==> src/rtl/rsa_job_arbiter_pkg.sv <==
// Purpose: shared types and helpers for the rsa_unit job arbiter.
//   state_e       : job sequencer states (IDLE, GRANT, RUN, COMPLETE)
//   wd_width()    : watchdog counter width for a given timeout, never below 1
package rsa_job_arbiter_pkg;

  typedef enum logic [1:0] {
    ST_IDLE     = 2'd0,
    ST_GRANT    = 2'd1,
    ST_RUN      = 2'd2,
    ST_COMPLETE = 2'd3
  } state_e;

  function automatic int wd_width(input int cycles);
    int w;
    w = $clog2(cycles);
    return (w < 1) ? 1 : w;
  endfunction

endpackage

==> src/rtl/rsa_job_arbiter_if.sv <==
// Purpose: bundles the requester/rsa_unit side signals of the job arbiter.
//   ena, req, abort, eoc_rsa, irq_clr         : driven by the environment (master)
//   gnt, busy, en_rsa, clear_rsa, done, err,
//   irq, state                                : driven by the arbiter (slave)
// Handshake: a requester holds req high until it sees gnt; the job ends with a
// single-cycle done (plus err on timeout) or silently when abort is honoured.
// state is a read-only debug view of the sequencer.
interface rsa_job_arbiter_if #(
  parameter int NUM_REQ = 2
);
  import rsa_job_arbiter_pkg::*;

  logic               ena;
  logic [NUM_REQ-1:0] req;
  logic [NUM_REQ-1:0] abort;
  logic               eoc_rsa;
  logic               irq_clr;
  logic [NUM_REQ-1:0] gnt;
  logic               busy;
  logic               en_rsa;
  logic               clear_rsa;
  logic [NUM_REQ-1:0] done;
  logic [NUM_REQ-1:0] err;
  logic               irq;
  state_e             state;

  modport master (
    output ena, req, abort, eoc_rsa, irq_clr,
    input  gnt, busy, en_rsa, clear_rsa, done, err, irq, state
  );

  modport slave (
    input  ena, req, abort, eoc_rsa, irq_clr,
    output gnt, busy, en_rsa, clear_rsa, done, err, irq, state
  );

endinterface

==> src/rtl/rsa_job_arbiter_rr_arbiter.sv <==
// Purpose: round-robin winner select plus rotating priority pointer.
//   clk, rst : clock, async active-high reset (pointer -> 0)
//   req_i    : request vector
//   upd_i    : grant strobe; pointer moves to one past the current winner
//   win_o    : one-hot winner (zero when no request)
//   any_o    : at least one request present
module rsa_rr_arbiter #(
  parameter int NUM_REQ = 2,
  localparam int PW = (NUM_REQ > 1) ? $clog2(NUM_REQ) : 1
) (
  input  logic               clk,
  input  logic               rst,
  input  logic [NUM_REQ-1:0] req_i,
  input  logic               upd_i,
  output logic [NUM_REQ-1:0] win_o,
  output logic               any_o
);

  logic [PW-1:0] ptr_q, ptr_d;
  logic [PW-1:0] win_idx;
  logic [PW-1:0] cand;
  logic          found;

  // Scan starting at the pointer and wrapping; the first hit wins.
  always_comb begin
    win_idx = '0;
    cand    = '0;
    found   = 1'b0;
    for (int k = 0; k < NUM_REQ; k++) begin
      cand = PW'((int'(ptr_q) + k) % NUM_REQ);
      if (!found && req_i[cand]) begin
        found   = 1'b1;
        win_idx = cand;
      end
    end
    win_o = found ? (NUM_REQ'(1) << win_idx) : '0;
  end

  assign any_o = |req_i;

  always_comb begin
    ptr_d = ptr_q;
    if (upd_i) begin
      ptr_d = (win_idx == PW'(NUM_REQ - 1)) ? '0 : win_idx + PW'(1);
    end
  end

  always_ff @(posedge clk or posedge rst) begin
    if (rst) ptr_q <= '0;
    else     ptr_q <= ptr_d;
  end

endmodule

==> src/rtl/rsa_job_arbiter.sv <==
// Purpose: shares one rsa_unit among NUM_REQ requesters. Grants round-robin,
// sequences clear/run/complete, and ends hung jobs via a watchdog with err.
//   clk, rst : clock, async active-high reset (abandons any job, no done)
//   bus      : rsa_job_arbiter_if slave side (see interface header)
module rsa_job_arbiter
  import rsa_job_arbiter_pkg::*;
#(
  parameter int NUM_REQ        = 2,
  parameter int TIMEOUT_CYCLES = 4096
) (
  input logic              clk,
  input logic              rst,
  rsa_job_arbiter_if.slave bus
);

  localparam int WW = wd_width(TIMEOUT_CYCLES);

  state_e             state_q, state_d;
  logic [NUM_REQ-1:0] owner_q, owner_d;
  logic [WW-1:0]      wd_q, wd_d;
  logic               to_q, to_d;
  logic               irq_q, irq_d;

  logic [NUM_REQ-1:0] win;
  logic               any_req;
  logic               grant_upd;

  logic [NUM_REQ-1:0] gnt_c, done_c, err_c;
  logic               en_c, clr_c;

  // The pointer only moves on a real grant, so a frozen clock enable also
  // freezes arbitration.
  assign grant_upd = bus.ena && (state_q == ST_IDLE) && any_req;

  rsa_rr_arbiter #(.NUM_REQ(NUM_REQ)) u_rr (
    .clk   (clk),
    .rst   (rst),
    .req_i (bus.req),
    .upd_i (grant_upd),
    .win_o (win),
    .any_o (any_req)
  );

  always_comb begin
    state_d = state_q;
    owner_d = owner_q;
    wd_d    = wd_q;
    to_d    = to_q;
    irq_d   = irq_q & ~bus.irq_clr;
    gnt_c   = '0;
    done_c  = '0;
    err_c   = '0;
    en_c    = 1'b0;
    clr_c   = 1'b0;
    case (state_q)
      ST_IDLE: begin
        if (any_req) begin
          owner_d = win;
          state_d = ST_GRANT;
        end
      end
      ST_GRANT: begin
        gnt_c   = owner_q;
        en_c    = 1'b1;
        wd_d    = '0;
        to_d    = 1'b0;
        state_d = ST_RUN;
      end
      ST_RUN: begin
        gnt_c = owner_q;
        en_c  = 1'b1;
        clr_c = 1'b1;
        wd_d  = wd_q + WW'(1);
        // eoc beats abort beats watchdog.
        if (bus.eoc_rsa) begin
          to_d    = 1'b0;
          state_d = ST_COMPLETE;
        end else if (|(bus.abort & owner_q)) begin
          state_d = ST_IDLE;
        end else if (wd_q == WW'(TIMEOUT_CYCLES - 1)) begin
          to_d    = 1'b1;
          state_d = ST_COMPLETE;
        end
      end
      ST_COMPLETE: begin
        gnt_c   = owner_q;
        en_c    = 1'b1;
        clr_c   = 1'b1;
        done_c  = owner_q;
        err_c   = to_q ? owner_q : '0;
        irq_d   = 1'b1;
        state_d = ST_IDLE;
      end
      default: state_d = ST_IDLE;
    endcase
  end

  always_ff @(posedge clk or posedge rst) begin
    if (rst) begin
      state_q <= ST_IDLE;
      owner_q <= '0;
      wd_q    <= '0;
      to_q    <= 1'b0;
      irq_q   <= 1'b0;
    end else if (bus.ena) begin
      state_q <= state_d;
      owner_q <= owner_d;
      wd_q    <= wd_d;
      to_q    <= to_d;
      irq_q   <= irq_d;
    end
  end

  assign bus.gnt       = gnt_c;
  assign bus.busy      = (state_q != ST_IDLE);
  assign bus.en_rsa    = en_c;
  assign bus.clear_rsa = clr_c;
  assign bus.done      = done_c;
  assign bus.err       = err_c;
  // irq is visible in the same cycle as done, then held by irq_q.
  assign bus.irq       = irq_q | (state_q == ST_COMPLETE);
  assign bus.state     = state_q;

  a_gnt_onehot0: assert property (@(posedge clk) disable iff (rst) $onehot0(bus.gnt));

endmodule

==> src/flat_wrapper.sv <==
// flat-port wrapper written by rule: the top's interface ports become plain ports
module rsa_job_arbiter_flat import rsa_job_arbiter_pkg::*;
#(
  parameter int NUM_REQ        = 2,
  parameter int TIMEOUT_CYCLES = 4096
)
  (clk, rst, bus_ena, bus_req, bus_abort, bus_eoc_rsa, bus_irq_clr, bus_gnt, bus_busy, bus_en_rsa, bus_clear_rsa, bus_done, bus_err, bus_irq, bus_state);
  rsa_job_arbiter_if #(.NUM_REQ(NUM_REQ)) bus_i ();
  input logic clk;
  input logic rst;
  input wire logic [$bits(bus_i.ena)-1:0] bus_ena;
  input wire logic [$bits(bus_i.req)-1:0] bus_req;
  input wire logic [$bits(bus_i.abort)-1:0] bus_abort;
  input wire logic [$bits(bus_i.eoc_rsa)-1:0] bus_eoc_rsa;
  input wire logic [$bits(bus_i.irq_clr)-1:0] bus_irq_clr;
  output wire logic [$bits(bus_i.gnt)-1:0] bus_gnt;
  output wire logic [$bits(bus_i.busy)-1:0] bus_busy;
  output wire logic [$bits(bus_i.en_rsa)-1:0] bus_en_rsa;
  output wire logic [$bits(bus_i.clear_rsa)-1:0] bus_clear_rsa;
  output wire logic [$bits(bus_i.done)-1:0] bus_done;
  output wire logic [$bits(bus_i.err)-1:0] bus_err;
  output wire logic [$bits(bus_i.irq)-1:0] bus_irq;
  output wire logic [$bits(bus_i.state)-1:0] bus_state;
  assign bus_i.ena = bus_ena;
  assign bus_i.req = bus_req;
  assign bus_i.abort = bus_abort;
  assign bus_i.eoc_rsa = bus_eoc_rsa;
  assign bus_i.irq_clr = bus_irq_clr;
  assign bus_gnt = bus_i.gnt;
  assign bus_busy = bus_i.busy;
  assign bus_en_rsa = bus_i.en_rsa;
  assign bus_clear_rsa = bus_i.clear_rsa;
  assign bus_done = bus_i.done;
  assign bus_err = bus_i.err;
  assign bus_irq = bus_i.irq;
  assign bus_state = bus_i.state;
  rsa_job_arbiter #(.NUM_REQ(NUM_REQ), .TIMEOUT_CYCLES(TIMEOUT_CYCLES)) u_core (.clk(clk), .rst(rst), .bus(bus_i));
endmodule
==> config.mk <==
export PLATFORM = sky130hd
export DESIGN_NAME = rsa_job_arbiter_flat
export DESIGN_NICKNAME = d
export VERILOG_FILES = /design/src/rtl/rsa_job_arbiter_pkg.sv /design/src/rtl/rsa_job_arbiter_if.sv /design/src/rtl/rsa_job_arbiter_rr_arbiter.sv /design/src/rtl/rsa_job_arbiter.sv /design/src/flat_wrapper.sv
export SDC_FILE = /design/constraint.sdc
export NUM_CORES = 1
export LEC_CHECK = 0
export CAP_MARGIN = 20
export CORE_UTILIZATION = 46
export CTS_BUF_LIST = sky130_fd_sc_hd__clkbuf_4 sky130_fd_sc_hd__clkbuf_8
export DETAILED_ROUTE_END_ITERATION = 10
export PLACE_DENSITY_LB_ADDON = 0.25
export SETUP_SLACK_MARGIN = 0.15
export SYNTH_ARGS = -nofsm -noshare
export SYNTH_HDL_FRONTEND = slang
export SYNTH_HIERARCHICAL = 1
export SYNTH_SLANG_ARGS = --single-unit
==> constraint.sdc <==
create_clock -name clk -period 2.77 [get_ports clk]
set_clock_uncertainty 0.2 [all_clocks]
set_input_delay 0.554 -clock clk [delete_from_list [all_inputs] [get_ports clk]]
set_output_delay 0.554 -clock clk [all_outputs]
set_load 0.02 [all_outputs]
# After elaboration in Yosys (flattened, before gate mapping)
# Cells that the tools add are included.
# totals
in_bits	9
elab_cells	66
output_inout_bits	12
register_bits	19
# classes
n_bitwise	4
n_lt_le_gt_ge	2
n_eq_ne	8
addsub	3
reduce_logical	15
n_mux	27
shifts	1
# op_table
operator	n
$pmux W12 S2	1
$mux W2	9
$mux W1	15
$add A12 B1 Y12 const B	1
$eq A12 B12 Y1 const B	1
$pmux W2 S4	1
$reduce_and A3 Y1	2
$reduce_or A2 Y1	3
$eq A2 B2 Y1 const B	2
$lt A1 B2 Y1 const B	2
$ne A4 B2 Y1 const B	1
$reduce_and A4 Y1	1
$reduce_bool A2 Y1	2
$logic_and A1 B1 Y1	3
$ne A3 B2 Y1 const B	1
$ne A3 B3 Y1 const B	1
$reduce_or A3 Y1	1
$add A1 B1 Y1 const B	2
$and A2 B2 Y2	1
$eq A2 B1 Y1 const B	1
$logic_not A2 Y1	1
$ne A2 B1 Y1 const B	1
$pmux W1 S2	1
$reduce_and A2 Y1	1
other kinds (5)	5

# Logic depth before layout (Yosys ltp)
# Gate-level depths: netlist (run 1).
# depth
word_depth	8
ltp_mapped	7
depth_no_buf	6

# By module
# The synthesis (run 1) kept the hierarchy.
# modules_own_cells
module	area_per_inst_um2	cells_each	n_inst
rsa_job_arbiter	1039.7	110	1
rsa_rr_arbiter	66.3	8	1

# Worst setup path before layout (run 1)
# OpenSTA, ideal clock, no wires.
# synth_path
path_type	reg-to-output
from	register u_core.state_q[0], in the netlist u_core/bus.state[0]
to	output bus_clear_rsa
setup_slack_ns	0.726
arrival_ns	1.290
required_time_ns	2.016
path_buffers	1
path_stages_with_launch	5
path_cell_list	dfrtp_1 inv_1 ha_1 buf_2 or2_2
# synth_between
elab_chain_cells	3
elab_cells_between_ends	4
# synth_rtl
item	line_no	rtl
start, declared	rsa_job_arbiter.sv:18	state_e state_q, state_d;
start signal, assigned	rsa_job_arbiter.sv:106	state_q <= state_d;
$eq A2 B2 Y1	rsa_job_arbiter.sv:55	case (state_q)
$reduce_or A2 Y1 (no source line) *	--	
$mux W1 *	rsa_job_arbiter.sv:55	
end, declared	flat_wrapper.sv:19	output wire logic [$bits(bus_i.clear_rsa)-1:0] bus_clear_rsa;
# Mark *: on every way between the ends. The rest lies on a longest branch, timed or not.

# Worst setup path after layout (run 1)
# Same ends and word-level chain as after synthesis.

==> reports/qor.yml, run 1 <==
viasPerCell: 5.41
port_buffers: 20
drc: 0
ir_drop_uv: 639
ys_types: 37
final_layout_size_suffix_gt1_share_pct: 12.9
slew_viol_final: 0
yosys.area.top_type_share_pct: 43.0
clkTransAtPathRegs_ns: 0.11
grt_antenna_before_repair: 0
yosysSeqAreaShare_pct: 43.0
drv_cap: 0
start_util_pct: 49.5
hold_viol: 0
core_um2: 2230
hpwl_mm: 1.67
multi_input_area_um2: 586
avgSynthCellArea_um2: 9.37
dieArea_um2: 2600
place_congestion: 0.759
drtIter0Drc: 13
antennaDiodeCount: 0
total_power_w: 0.00106
place_area_um2: 1320
synth-edff-count: 0
die_h_um: 51.0
ys_async_sr_fraction_pct: 100
maxSlewHeadroom_pct: 54.1
yosys.area_share.adder_pct: 5.66
clock-sinks: 19
worstPathArrival_ns: 1.77
worstPathMaxFanout: 10
area_growth_pct: 22.9
critPathLaunchType: "register"
status: "completed"
ff2ff_path_depth: 6
layout_setup_ws_ns: 0.244
yosys-mux-area-fraction_pct: 4.07
grt_pass1_wl_mm: 3.70
fmax_mhz: 396
synth_xor_area_share_pct: 3.96
cts_tree: "yes"
synth_top_family_by_area: "simple AND/OR/NAND/NOR gates"
cts_buffers: 3
rows: 17
pin_count: 21
postRouteAntennaNets: 0
insertion_delay_ns: 0.29
syn_area_um2: 1110
cts_hold_buffers: 0
rsz0062_at_grt: "no"
r2r_end: "u_core/bus.state[0]$_DFFE_PP0P_"
hold_path.class: "in2async"
cts_resized: 1
routed_wl_mm: 2.19
synth.most_common_cell: "dfrtp_1"
dr_total_vias: 904
post-route-period-util_pct: 91.2
period_minus_slack_ns: 2.53
regArea_um2: 475
wire_per_inst_um: 13.1
die_width_um: 51.0
cpPeakStageDelay_ns: 0.42
yosys.area_share.simple_pct: 26.7
synth_compound_area_share_pct: 12.3
ys_ff_latch: 19
rr_startpoint: "u_core/bus.state[0]$_DFFE_PP0P_"
fill_cells: 185
ff2ff_setup_slack_ns: 0.68
power_density_nw_per_um2: 777
crit_chain: "inv_1 -> ha_1 -> or2_2 -> dlygate4sd2_1"
syn_nets: 132
criticalPathCategory: "reg2out"
finalSetupTns_ns: 0
leakage_nw: 0.648
fin_nets: 154
fin_area_um2: 1360
yosys_warnings: 6
htreeDepth: 1
netlist_instances: 118
dp_slack_ns: 0.368
crit_slowest_cell: "dfrtp_1"
cts_setup_buffers: 0
grt_pass1_vias: 871
synth_commonest_cells: "19 x dfrtp_1, 9 x nand2_1, 8 x nor2_1, 8 x o21ai_0, 7 x inv_1"
setup_violations: 0
crit_required_ns: 2.02
ctsLongestPathBuffers: 2
dominantRegCellSynth: "dfrtp_1"
yosysTopAreaCell: "dfrtp_1"
worst_slew_pin_slew_ns: 0.688
first_pass_iters: 6
synth.area.top_cells: "dfrtp_1 43%, ha_1 5.7%, mux2_2 4.1%"
end_kind: "output port"
grt_max_degree: 19
clockRootBuffer: "clkbuf_4"
overflow: 0
track_usage_pct: 19.0
[per-stage QoR]
step / cells / util (%) / hold WS (ns)
after detailed placement: 163 / 59.1 / 0.284
after global routing: 167 / 60.8 / 0.205
final: 167 / 60.8 / 0.206
after floorplan: 118 / - / 0.0827
after global placement: 163 / 59.1 / 0.278
after CTS: 167 / 60.4 / 0.201
[worst max path at each step]
stage,from,end,slack [ns],cells after the start
global placement,u_core/bus.state[0]$_DFFE_PP0P_,bus_clear_rsa,0.41,4
global route,u_core/bus.state[0]$_DFFE_PP0P_,bus_clear_rsa,0.16,4
finish,u_core/bus.state[0]$_DFFE_PP0P_,bus_clear_rsa,0.24,4
floorplan,u_core/bus.state[0]$_DFFE_PP0P_,bus_clear_rsa,0.73,4
detailed placement,u_core/bus.state[0]$_DFFE_PP0P_,bus_clear_rsa,0.37,4
CTS,u_core/bus.state[0]$_DFFE_PP0P_,bus_irq,0.17,3
[per-layer routing]
layer | track usage (%) | part of all wire [%] | up-vias
li1 | - | - | 451
met1 | 24.2 | 49 | 433
met2 | 31.8 | 47 | 18
met3 | 2.68 | 3.2 | 2
met4 | 8.33 | 0.64 | 0
met5 | 0 | 0 | -
[report_power, final]
part	switching (W)	total [W]	internal [W]
clock network	0.0000860	0.000152	0.0000658
registers	0.0000462	0.000371	0.000325
logic	0.000293	0.000533	0.000240
total	0.000425	0.00106	0.000631
[logic make-up (layout without fill, tap and decap cells)]
| family | count (synthesis) | count (layout) |
|---|---|---|
| fa+ha+maj | 5 | 5 |
| simple gates | 53 | 53 |
| flops | 19 | 19 |
| xor+xnor | 5 | 5 |
| buf+inv | 10 | 31 |
| compound gates | 22 | 22 |
| mux | 4 | 4 |
[cell type report]
class                   count  share of cell area, %
inverters                   7                   1.93
clock buffers               4                   2.21
flip-flops and latches     19                   35.0
repair buffers             20                   15.2
well taps                  28                   2.58
multi-input cells          89                   43.1
[cells in the final DEF (no fill, tap or decap), types with 2 or more instances in the layout]
cell,count
nor2b_1,4
a21oi_1,4
or3_1,2
clkbuf_4,4
xnor2_1,2
nand3_1,6
nand4_1,4
or2_2,3
nor2_1,8
and2_1,2
clkdlybuf4s50_1,16
nor3_1,2
ha_1,4
dfrtp_1,19
xor2_1,3
nand2b_1,3
and3_1,3
mux2_2,4
nand2_1,9
inv_1,7
a31oi_1,2
o21ai_0,8
dlymetal6s2s_1,3
[registers in the layout, summed over array words and instances, names as in the netlist]
register	flops
u_core/irq_q	1
u_core/to_q	1
u_core/u_rr/ptr_q	1
u_core/wd_q	12
u_core/owner_q	2
u_core/bus.state	2
[critical path, delay by kind of cell, from the launching register on]
family	cells	cell delay (ns)
buffers and inverters	2	0.42
flip-flops	1	0.42
AND/OR/NAND/NOR	1	0.32
adder cells (fa/ha/maj)	1	0.31
Note: power is estimated with default switching activity, not from simulation.
==> run 2: changes to the inputs <==
--- a/config.mk
+++ b/config.mk
@@ -11,6 +11,7 @@
 export DETAILED_ROUTE_END_ITERATION = 10
 export PLACE_DENSITY_LB_ADDON = 0.25
 export SETUP_SLACK_MARGIN = 0.15
+export SLEW_MARGIN = 0
 export SYNTH_ARGS = -nofsm -noshare
 export SYNTH_HDL_FRONTEND = slang
 export SYNTH_HIERARCHICAL = 1
==> results of run 2 <==
Same layout as run 1: the final DEF is identical, and so are final timing and power.
==> run 3: changes to the inputs <==
--- a/config.mk
+++ b/config.mk
@@ -6,7 +6,7 @@
 export NUM_CORES = 1
 export LEC_CHECK = 0
 export CAP_MARGIN = 20
-export CORE_UTILIZATION = 46
+export CORE_UTILIZATION = 30
 export CTS_BUF_LIST = sky130_fd_sc_hd__clkbuf_4 sky130_fd_sc_hd__clkbuf_8
 export DETAILED_ROUTE_END_ITERATION = 10
 export PLACE_DENSITY_LB_ADDON = 0.25
==> run 3 against run 2 <==
Clock-buffer cell count shrank 1. Die area grew 51%. Worst setup slack gained 0.025 ns. Largest power group unchanged. Largest cell class unchanged. Clock power increased by 28%.
==> reports/qor.yml, run 3 (same netlist as run 1, synthesis figures left out) <==
first_pass_iters: 4  # was 6
total_power_w: 0.00111  # was 0.00106 W
slew_viol_final: 0  # unchanged
cts_hold_buffers: 0  # unchanged
critPathLaunchType: "register"  # unchanged
clock-sinks: 19  # unchanged
ir_drop_uv: 192  # was 639 uV
fmax_mhz: 400  # was 396 MHz
worstPathArrival_ns: 1.75  # was 1.77 ns
clkTransAtPathRegs_ns: 0.07  # was 0.11 ns
dr_total_vias: 908  # was 904
pwr-share-seq_pct: 33.3  # was 35.2%
period_minus_slack_ns: 2.50  # was 2.53 ns
start_util_pct: 32.1  # was 49.5%
routed_wl_mm: 2.34  # was 2.19 mm
end_kind: "output port"  # unchanged
insertion_delay_ns: 0.26  # was 0.29 ns
busiest_layer: "met2"  # unchanged
crit_required_ns: 2.02  # about the same
status: "completed"  # unchanged
track_usage_pct: 13.8  # was 19.0%
final_cell_mix: "19 x dfrtp_1, 18 x clkdlybuf4s50_1, 9 x nand2_1"  # was 19 x dfrtp_1, 16 x clkdlybuf4s50_1, 9 x nand2_1
r2r_end: "u_core/bus.state[0]$_DFFE_PP0P_"  # unchanged
final_layout_size_suffix_gt1_share_pct: 12.9  # about the same
cts_resized: 0  # was 1
die_width_um: 62.7  # was 51.0 um
cts_tree: "yes"  # unchanged
die_h_um: 62.7  # was 51.0 um
leakage_nw: 0.644  # was 0.648 nW
clkPwrFrac_pct: 17.5  # was 14.4%
largest_reg_flops: 12  # unchanged
use_met2_pct: 21.5  # was 31.8%
dieArea_um2: 3930  # was 2600 um2
postRouteAntennaNets: 0  # unchanged
place_congestion: 0.767  # was 0.759
drv_cap: 0  # unchanged
viasPerCell: 4.88  # was 5.41
grt_pass1_vias: 891  # was 871
rr_startpoint: "u_core/bus.state[0]$_DFFE_PP0P_"  # unchanged
hold_viol: 0  # unchanged
regMostFlops: "u_core/wd_q"  # unchanged
core_um2: 3440  # was 2230 um2
htreeDepth: 1  # unchanged
wire_per_inst_um: 12.6  # was 13.1 um
rsz0062_at_grt: "no"  # unchanged
layout_commonest_cell: "dfrtp_1"  # unchanged
power.net_switching_w: 0.000433  # was 0.000425 W
hpwl_mm: 1.72  # was 1.67 mm
cts_buffers: 3  # unchanged
final_core_util_pct: 40.7  # was 60.8%
grt_util_met1_pct: 17.5  # was 24.2%
endpoint: "bus_err[1]"  # was bus_clear_rsa
dp_slack_ns: 0.355  # was 0.368 ns
clockRootBuffer: "clkbuf_8"  # was clkbuf_4
grt_max_degree: 19  # unchanged
setup_violations: 0  # unchanged
pin_count: 21  # unchanged
ff2ff_path_depth: 7  # was 6
criticalPathCategory: "reg2out"  # unchanged
overflow: 0  # unchanged
met3_usage_pct: 2.74  # was 2.68%
area_growth_pct: 26.7  # was 22.9%
finalSetupTns_ns: 0  # unchanged
grt_antenna_before_repair: 0  # unchanged
cts_setup_buffers: 0  # unchanged
worst_slew_pin_slew_ns: 0.725  # was 0.688 ns
crit_start: "u_core/bus.state[0]$_DFFE_PP0P_"  # unchanged
antennaDiodeCount: 0  # unchanged
p_int_w: 0.000678  # was 0.000631 W
grt_pass1_wl_mm: 4.19  # was 3.70 mm
hold_path.class: "in2async"  # unchanged
post-route-period-util_pct: 90.3  # was 91.2%
fin_nets: 155  # was 154
port_buffers: 20  # unchanged
ff2ff_setup_slack_ns: 0.69  # was 0.68 ns
layout_setup_ws_ns: 0.268  # was 0.244 ns
drtIter0Drc: 41  # was 13
p_comb_share_pct: 49.1  # was 50.5%
ctsLongestPathBuffers: 2  # unchanged
maxSlewHeadroom_pct: 51.6  # was 54.1%
rows: 21  # was 17
power.share.switching_pct: 39.0  # was 40.2%
worstPathMaxFanout: 7  # was 10
drc: 0  # unchanged
power_density_nw_per_um2: 793  # was 777 nW/um2
==> run 3: cell type report <==
cell class,count,area [um2]
Inverter,7,26.3
Fill cell,339,2040
Multi-Input combinational cell,89,583
Tap cell,46,57.6
Timing Repair Buffer,21,213
Clock inverter,1,5.00
Clock buffer,3,41.3
Sequential cell,19,475
==> run 3: power groups by stage <==
stage	clock network (W)	logic [W]	registers (W)
2_1_floorplan	0	0.000329	0.000381
3_3_place_gp	0	0.000547	0.000376
3_5_place_dp	0	0.000553	0.000375
4_1_cts	0.000207	0.000557	0.000370
5_1_grt	0.000220	0.000603	0.000378
6_report	0.000195	0.000546	0.000370
==> run 3: worst min-delay path by stage <==
stage                                               end                     start
after floorplan           u_core/u_rr/ptr_q$_DFFE_PP0P_                       rst
after global placement         u_core/irq_q$_DFFE_PP0P_  u_core/irq_q$_DFFE_PP0P_
after detailed placement       u_core/irq_q$_DFFE_PP0P_  u_core/irq_q$_DFFE_PP0P_
after CTS                 u_core/u_rr/ptr_q$_DFFE_PP0P_                       rst
after global routing      u_core/u_rr/ptr_q$_DFFE_PP0P_                       rst
final                     u_core/u_rr/ptr_q$_DFFE_PP0P_                       rst
==> run 3: per-stage QoR <==
stage	area (um2)	instances	hold WS, ns
after global routing	1400	186	0.263
after detailed placement	1350	182	0.277
after CTS	1400	186	0.248
after global placement	1350	182	0.282
after floorplan	1110	118	0.0827
final	1400	186	0.256
==> run 3: critical path, stage by stage (launching register included) <==
cell,delay [ns]
dfrtp_1,0.41
ha_1,0.30
and3_1,0.18
clkdlybuf4s50_1,0.60
==> run 3: metal layers <==
layer	wire length [um]	share of wire, %
met1	1140	49
met2	1050	45
met3	94	4.0
met4	59	2.5
met5	0	0
